File: src/rtl/mp3_pc_audio_pkg.sv
// Shared definitions for the audio-buffer playback reader: default widths,
// frame sizes in bytes, and the reader FSM encoding.
package mp3_pc_audio_pkg;

    localparam int ADDR_W_DEFAULT  = 15;
    localparam int UNDER_W_DEFAULT = 16;

    localparam logic [2:0] BYTES_PER_STEREO_FRAME = 3'd4;
    localparam logic [2:0] BYTES_PER_MONO_FRAME   = 3'd2;

    localparam logic [1:0] ST_IDLE_ENC  = 2'd0;
    localparam logic [1:0] ST_FETCH_ENC = 2'd1;
    localparam logic [1:0] ST_LOAD_ENC  = 2'd2;

    typedef enum logic [1:0] {
        ST_IDLE  = ST_IDLE_ENC,
        ST_FETCH = ST_FETCH_ENC,
        ST_LOAD  = ST_LOAD_ENC
    } rdr_state_t;

    // Number of buffer bytes that make up one frame.
    function automatic logic [2:0] frame_bytes(input logic mono);
        return mono ? BYTES_PER_MONO_FRAME : BYTES_PER_STEREO_FRAME;
    endfunction

endpackage

File: src/rtl/mp3_pc_pcm_packer.sv
// Byte staging for one PCM frame. Counts fetch cycles (F0, F1, ...) and
// captures the buffer read data one cycle behind the issued address, then
// presents the little-endian 16-bit samples.
module mp3_pc_pcm_packer
    import mp3_pc_audio_pkg::*;
(
    input  logic        i_clk,
    input  logic        i_reset,
    input  logic        i_clear,
    input  logic        i_step,
    input  logic        i_mono,
    input  logic [7:0]  i_rdata,
    output logic [2:0]  o_byte_idx,
    output logic [15:0] o_left,
    output logic [15:0] o_right
);

    logic [2:0] r_idx;
    logic [7:0] r_stage [0:3];
    logic [2:0] w_slot;
    logic       w_capture;

    // Read data for the address issued in Fn arrives in Fn+1, so F1 fills byte 0.
    assign w_slot    = r_idx - 3'd1;
    assign w_capture = i_step && (r_idx != 3'd0) && (r_idx <= BYTES_PER_STEREO_FRAME);

    // Fetch-cycle counter; restarts at F0 on every launch or flush, saturates past F4.
    always_ff @(posedge i_clk or posedge i_reset) begin
        if (i_reset) begin
            r_idx <= 3'd0;
        end else if (i_clear) begin
            r_idx <= 3'd0;
        end else if (i_step && (r_idx <= BYTES_PER_STEREO_FRAME)) begin
            r_idx <= r_idx + 3'd1;
        end
    end

    // Staging bytes; a reset mid-fetch drops whatever was partially collected.
    always_ff @(posedge i_clk or posedge i_reset) begin
        if (i_reset) begin
            for (int i = 0; i < 4; i++) begin
                r_stage[i] <= 8'h00;
            end
        end else if (w_capture) begin
            r_stage[w_slot[1:0]] <= i_rdata;
        end
    end

    assign o_byte_idx = r_idx;
    assign o_left     = {r_stage[1], r_stage[0]};
    assign o_right    = i_mono ? {r_stage[1], r_stage[0]} : {r_stage[3], r_stage[2]};

endmodule

File: src/rtl/mp3_pc_audio_ram_reader.sv
// Playback-side drain of the dual-port audio buffer. Treats the buffer as a
// circular FIFO between rd_ptr (owned here) and the CPU's wr_ptr, fetches
// whole frames through port 2 and offers them on a valid/ready interface.
// Optional build macro: PCM_MONO_EN adds i_mono for 2-byte mono frames.
module mp3_pc_audio_ram_reader
    import mp3_pc_audio_pkg::*;
#(
    parameter int ADDR_W  = ADDR_W_DEFAULT,
    parameter int UNDER_W = UNDER_W_DEFAULT
) (
    input  logic               i_clk,
    input  logic               i_reset,
    input  logic               i_enable,
`ifdef PCM_MONO_EN
    input  logic               i_mono,
`endif
    input  logic               i_flush,
    input  logic [ADDR_W-1:0]  i_wr_ptr,
    output logic [ADDR_W-1:0]  o_ram_address,
    output logic               o_ram_chipselect,
    output logic               o_ram_clken,
    output logic               o_ram_write,
    output logic [7:0]         o_ram_writedata,
    input  logic [7:0]         i_ram_readdata,
    output logic [15:0]        o_frame_left,
    output logic [15:0]        o_frame_right,
    output logic               o_frame_valid,
    input  logic               i_frame_ready,
    output logic [ADDR_W-1:0]  o_rd_ptr,
    output logic [ADDR_W-1:0]  o_level,
    output logic [UNDER_W-1:0] o_underrun_count
);

    localparam logic [ADDR_W-1:0]  ADDR_ONE  = {{(ADDR_W-1){1'b0}}, 1'b1};
    localparam logic [UNDER_W-1:0] UNDER_ONE = {{(UNDER_W-1){1'b0}}, 1'b1};

    rdr_state_t         r_state, w_state_nxt;
    logic [ADDR_W-1:0]  r_rd_ptr;
    logic [ADDR_W-1:0]  r_ram_address;
    logic               r_ram_en;
    logic [15:0]        r_frame_left, r_frame_right;
    logic               r_frame_valid;
    logic [UNDER_W-1:0] r_underrun;

    logic [ADDR_W-1:0]  w_level;
    logic [2:0]         w_need, w_nbytes, w_byte_idx;
    logic               w_frame_mono;
    logic               w_accept, w_start, w_issue_next;
    logic [15:0]        w_pk_left, w_pk_right;

`ifdef PCM_MONO_EN
    logic r_mono;

    // Frame format is latched at launch so a mid-fetch change of i_mono cannot split a frame.
    always_ff @(posedge i_clk or posedge i_reset) begin
        if (i_reset) begin
            r_mono <= 1'b0;
        end else if (w_start) begin
            r_mono <= i_mono;
        end
    end

    assign w_need       = frame_bytes(i_mono);
    assign w_frame_mono = r_mono;
`else
    assign w_need       = frame_bytes(1'b0);
    assign w_frame_mono = 1'b0;
`endif

    assign w_nbytes = frame_bytes(w_frame_mono);
    assign w_level  = i_wr_ptr - r_rd_ptr;
    assign w_accept = r_frame_valid && i_frame_ready;

    // A fetch only launches with a full frame buffered, so rd_ptr can never overtake wr_ptr.
    assign w_start = (r_state == ST_IDLE) && i_enable && !i_flush
                     && (w_level >= {{(ADDR_W-3){1'b0}}, w_need})
                     && (!r_frame_valid || i_frame_ready);

    // Next cycle presents an address: the launch edge sets up F0, F0..F(n-2) set up the rest.
    assign w_issue_next = w_start
                          || ((r_state == ST_FETCH) && !i_flush
                              && (w_byte_idx < (w_nbytes - 3'd1)));

    mp3_pc_pcm_packer u_packer (
        .i_clk      (i_clk),
        .i_reset    (i_reset),
        .i_clear    (w_start || i_flush),
        .i_step     (r_state == ST_FETCH),
        .i_mono     (w_frame_mono),
        .i_rdata    (i_ram_readdata),
        .o_byte_idx (w_byte_idx),
        .o_left     (w_pk_left),
        .o_right    (w_pk_right)
    );

    // FSM state register.
    always_ff @(posedge i_clk or posedge i_reset) begin
        if (i_reset) begin
            r_state <= ST_IDLE;
        end else begin
            r_state <= w_state_nxt;
        end
    end

    // FSM next-state: flush aborts everything; FETCH ends once the last byte is captured.
    always_comb begin
        w_state_nxt = r_state;
        if (i_flush) begin
            w_state_nxt = ST_IDLE;
        end else begin
            case (r_state)
                ST_IDLE:  if (w_start) w_state_nxt = ST_FETCH;
                ST_FETCH: if (w_byte_idx == w_nbytes) w_state_nxt = ST_LOAD;
                ST_LOAD:  w_state_nxt = ST_IDLE;
                default:  w_state_nxt = ST_IDLE;
            endcase
        end
    end

    // Port-2 address and read pointer; address holds its last value between fetches.
    always_ff @(posedge i_clk or posedge i_reset) begin
        if (i_reset) begin
            r_rd_ptr      <= '0;
            r_ram_address <= '0;
            r_ram_en      <= 1'b0;
        end else if (i_flush) begin
            r_rd_ptr <= i_wr_ptr;
            r_ram_en <= 1'b0;
        end else begin
            r_ram_en <= w_issue_next;
            if (w_issue_next) begin
                r_ram_address <= r_rd_ptr;
                r_rd_ptr      <= r_rd_ptr + ADDR_ONE;
            end
        end
    end

    // Output frame register and valid flag; flush beats a same-cycle acceptance.
    always_ff @(posedge i_clk or posedge i_reset) begin
        if (i_reset) begin
            r_frame_left  <= 16'h0000;
            r_frame_right <= 16'h0000;
            r_frame_valid <= 1'b0;
        end else if (i_flush) begin
            r_frame_valid <= 1'b0;
        end else if (r_state == ST_LOAD) begin
            r_frame_left  <= w_pk_left;
            r_frame_right <= w_pk_right;
            r_frame_valid <= 1'b1;
        end else if (w_accept) begin
            r_frame_valid <= 1'b0;
        end
    end

    // Saturating count of cycles where the DAC wanted data but none was ready.
    always_ff @(posedge i_clk or posedge i_reset) begin
        if (i_reset) begin
            r_underrun <= '0;
        end else if (!i_flush && i_enable && i_frame_ready && !r_frame_valid
                     && (r_underrun != {UNDER_W{1'b1}})) begin
            r_underrun <= r_underrun + UNDER_ONE;
        end
    end

    assign o_ram_address    = r_ram_address;
    assign o_ram_chipselect = r_ram_en;
    assign o_ram_clken      = r_ram_en;
    assign o_ram_write      = 1'b0;
    assign o_ram_writedata  = 8'h00;
    assign o_frame_left     = r_frame_left;
    assign o_frame_right    = r_frame_right;
    assign o_frame_valid    = r_frame_valid;
    assign o_rd_ptr         = r_rd_ptr;
    assign o_level          = w_level;
    assign o_underrun_count = r_underrun;

endmodule
File: config.mk
export PLATFORM = sky130hd
export DESIGN_NAME = mp3_pc_audio_ram_reader
export DESIGN_NICKNAME = d
export VERILOG_FILES = /design/src/rtl/mp3_pc_audio_pkg.sv /design/src/rtl/mp3_pc_pcm_packer.sv /design/src/rtl/mp3_pc_audio_ram_reader.sv
export SDC_FILE = /design/constraint.sdc
export NUM_CORES = 1
export LEC_CHECK = 0
export ABC_AREA = 1
export BUFFER_PORTS_ARGS = -buffer_cell sky130_fd_sc_hd__buf_4
export CAP_MARGIN = 10
export CORE_ASPECT_RATIO = 0.7
export CORE_MARGIN = 2
export CORE_UTILIZATION = 48
export DETAILED_ROUTE_END_ITERATION = 12
export PLACE_DENSITY = 0.69
export SLEW_MARGIN = 10
export SYNTH_ARGS = -nofsm -noshare
export SYNTH_HDL_FRONTEND = slang
export SYNTH_HIERARCHICAL = 1
export SYNTH_SLANG_ARGS = --single-unit
File: constraint.sdc
create_clock -name i_clk -period 4.2 [get_ports i_clk]
set_input_delay 0.84 -clock i_clk [delete_from_list [all_inputs] [get_ports i_clk]]
set_output_delay 0.84 -clock i_clk [all_outputs]
set_load 0.01 [all_outputs]
==> results.md <==
* Synth area leaders: dfrtp_1, nand2_1, mux2_2
* Initial core utilization at 0.487
* Clock Skew at about 9.6 ps
* Via density at between 5 and 6
* P per Cell Area at ~600 nW/um^2
* Synthesis-stage register bit count at 117
* Die Ht at around 100 um
* H-tree depth at 4
* Share of layout cells above drive strength 1 at 0.246
* Core ar. at ~14000 um^2
* Netlist Area Pre-Place at approximately 6700 um^2
* Synth Warn # at 6
* Initial DRC count at slightly above 400
* # DRC at 0
* Nets at approximately 960
* Slowest-stage cell, CP: fa_1
* Die W at roughly 150 um
* Cts repair resizes at 0
* Min Hold Slack at between 300 and 400 ps
* RePlAce Congestion at 0.897
* Area share of the largest cell type after synthesis at 0.436
* Post-synth top cells: nand2_1, dfrtp_1, inv_1, nand4_1, mux2_2
* Routed Antenna Nets at 0
* Number of post-CTS setup repair buffers at 0
* Clock buffer depth at 2
* Cells after synthesis at ~810
* CTS Hold Buffers Added at 0
* Rows at 36
* Final worst-path cycle share at 0.760
* Multi-input gate area at between 3000 and 4000 um^2
* RSZ-0062 raised after global routing: false
* WS Path Type: in -> out
* Min Clock Period, post-route at about 3200 ps
* VDD IR max at 0.279 mV
* Slew margin rel. at 0.461
* Port bufs at approximately 120
* Later-pin clock latency in the skew report at between 400 and 500 ps
* Req. time, crit path at between 3000 and 4000 ps
* Die area at 15000 um^2
* Total number of vias at approximately 5.6k
* Largest net degree at the start of global routing at 42
* Worst-path maximum fanout at 3
* Num CTS Buffers at 17
* Status: finished, final reports clean
* CTS tree: yes
* Max-cap viol count at 0
* First-pass GRT wire length at 26.6 mm
* TritonCTS Sinks at 117
* Count leader, synth: nand2_1
* Final Setup Violations at 0
* Global-route usage over all layers at 0.226
* Final setup TNS at 0 ps
* Clock-pin slew on the worst setup and hold paths at ~50 ps
* Power Total at between 4 and 5 mW
* WL/cell at 14.6 um
* Synth area leader: dfrtp_1
* I/O pins at between 100 and 150
* Initial antenna violation count at 0
* Ys flop type: dfrtp_1
* Fmax at about 310 MHz
* Antenna diode count at 0
* Worst hold path class: in -> async
* Total wire length at around 16 mm
* Root Driver: clkbuf_16
* EDFF count, synth at 0
* Crit path DAT at about 2400 ps
* Post-DP HPWL at 11.6 mm
* Hold violation count in the final report at 0
* First drt pass iteration count at 5
* Unique masters post-synth at 34
* Gr ovfl total at 0
* Syn avg cell area at ~8.3 um^2
* Most used cell, CP: nand2_1
* Layout overhead on the synthesized area at 21.9%
* Post-synthesis sequential area ratio at 0.436
* FF+latch area at 2930 um^2
* Crit start category: input port
* Vias in the first global route at about 5.1k
* Worst Setup End Kind: primary output
* Slew @ Worst Pin at between 800 and 900 ps
* Fill count at around 1.3k
* Leak Pwr at 4.21 nW
* Async set-reset flop share out of synthesis at 1.00
* CP Cell Sequence: buf_4 -> inv_1 -> ha_1 -> fa_1 -> nor2_1 -> nor2_2 -> inv_2 -> nand2_1 -> nand3_1 -> nand2_1 -> nand2_1 -> inv_1 -> buf_4
* Max incr delay on CP at 420 ps
* Slew Viols, Final at 0
-- final timing paths --
path / start / end / slack, ps / cells past startpoint
setup / recovery: i_wr_ptr[0] / o_level[12] / 1010 / 13
setup reg to reg: o_rd_ptr[0]$_DFFE_PP0P_ / o_rd_ptr[8]$_DFFE_PP0P_ / 1300 / 16
hold reg to reg: u_packer/r_stage[11]$_DFFE_PP0P_ / u_packer/r_stage[11]$_DFFE_PP0P_ / 470 / 2
min in group i_clk: u_packer/r_stage[11]$_DFFE_PP0P_ / u_packer/r_stage[11]$_DFFE_PP0P_ / 470 / 2
hold / removal: i_reset / o_ram_address[12]$_DFFE_PP0P_ / 390 / 2
max in group asynchronous: i_reset / o_ram_address[0]$_DFFE_PP0P_ / 3010 / 3
-- layout make-up --
type,count,area share
inverters,87,0.0401
clock inverters,10,0.0128
multi-input cells,556,0.385
flip-flops and latches,117,0.358
clock buffers,21,0.0575
repair buffers,128,0.117
well taps,190,0.0291
-- sequential cells by signal, summed over array words and instances (netlist names) --
register and cells:
o_frame_left 16, o_frame_right 16, o_underrun_count 16, u_packer/o_left 16, u_packer/r_stage 16, o_ram_address 15
o_rd_ptr 15, u_packer/o_byte_idx 3, r_state 2, o_frame_valid 1, o_ram_chipselect 1
-- kinds of logic (layout without fill, tap and decap cells) --
kind of cell               after synthesis  in the layout  synth area share
buffers and inverters                  141            246            0.0994
muxes                                   48             48            0.0805
xor gates and xnor gates                31             31            0.0405
other                                    1             10          0.000559
DFF                                    117            117             0.436
AOI/OAI and AO/OA                       25             25            0.0211
and+or+nand+nor                        420            420             0.280
adders and majority gates               22             22            0.0421
-- report_power, final --
group	total, mW	switching [mW]	internal, mW
clock network	1.40	0.489	0.909
logic	1.67	0.874	0.796
registers	1.71	0.255	1.46
total	4.78	1.62	3.16
-- per-layer routing --
metal / vias to the layer above / GRT usage / share of wire
met2: 172 / 0.306 / 0.41
met3: 9 / 0.0575 / 0.058
li1: 2792 / - / -
met1: 2653 / 0.358 / 0.53
met4: 0 / 0.0528 / 0.0049
met5: - / 0 / 0
-- cell usage in the layout, fill, tap and decap left out, types with 2 or more instances in the layout --
| master | count |
|---|---|
| nand3b_1 | 2 |
| dfrtp_1 | 117 |
| a21oi_1 | 7 |
| nor3_1 | 4 |
| nor2_2 | 3 |
| clkbuf_16 | 17 |
| xnor2_1 | 12 |
| ha_1 | 21 |
| nand2_1 | 260 |
| clkbuf_8 | 3 |
| nand3_2 | 3 |
| nor4_1 | 2 |
| nand2_4 | 2 |
| xor2_1 | 19 |
| nand4_1 | 60 |
| inv_1 | 82 |
| nand3_1 | 45 |
| mux2_2 | 48 |
| nor2_1 | 31 |
| nand2_2 | 3 |
| o21ai_0 | 14 |
| clkinv_2 | 7 |
| bufinv_16 | 2 |
| buf_4 | 128 |
| a31oi_1 | 2 |
| clkinvlp_4 | 2 |
| inv_2 | 4 |
| conb_1 | 10 |
-- critical path: cells and delay by family --
family | cells | cell delay (ps)
adder cells (fa/ha/maj) | 2 | 630
AND/OR/NAND/NOR | 6 | 530
buffers and inverters | 5 | 340
-- stage by stage --
step	util	setup slack (ps)	std cells	area (um^2)
2_1_floorplan	-	1250	814	6750
3_3_place_gp	0.552	874	1078	7600
3_5_place_dp	0.552	835	1078	7600
4_1_cts	0.594	1030	1109	8180
5_1_grt	0.594	811	1109	8180
6_report	0.594	1010	1109	8180
Power figures use the tool's default switching activity.
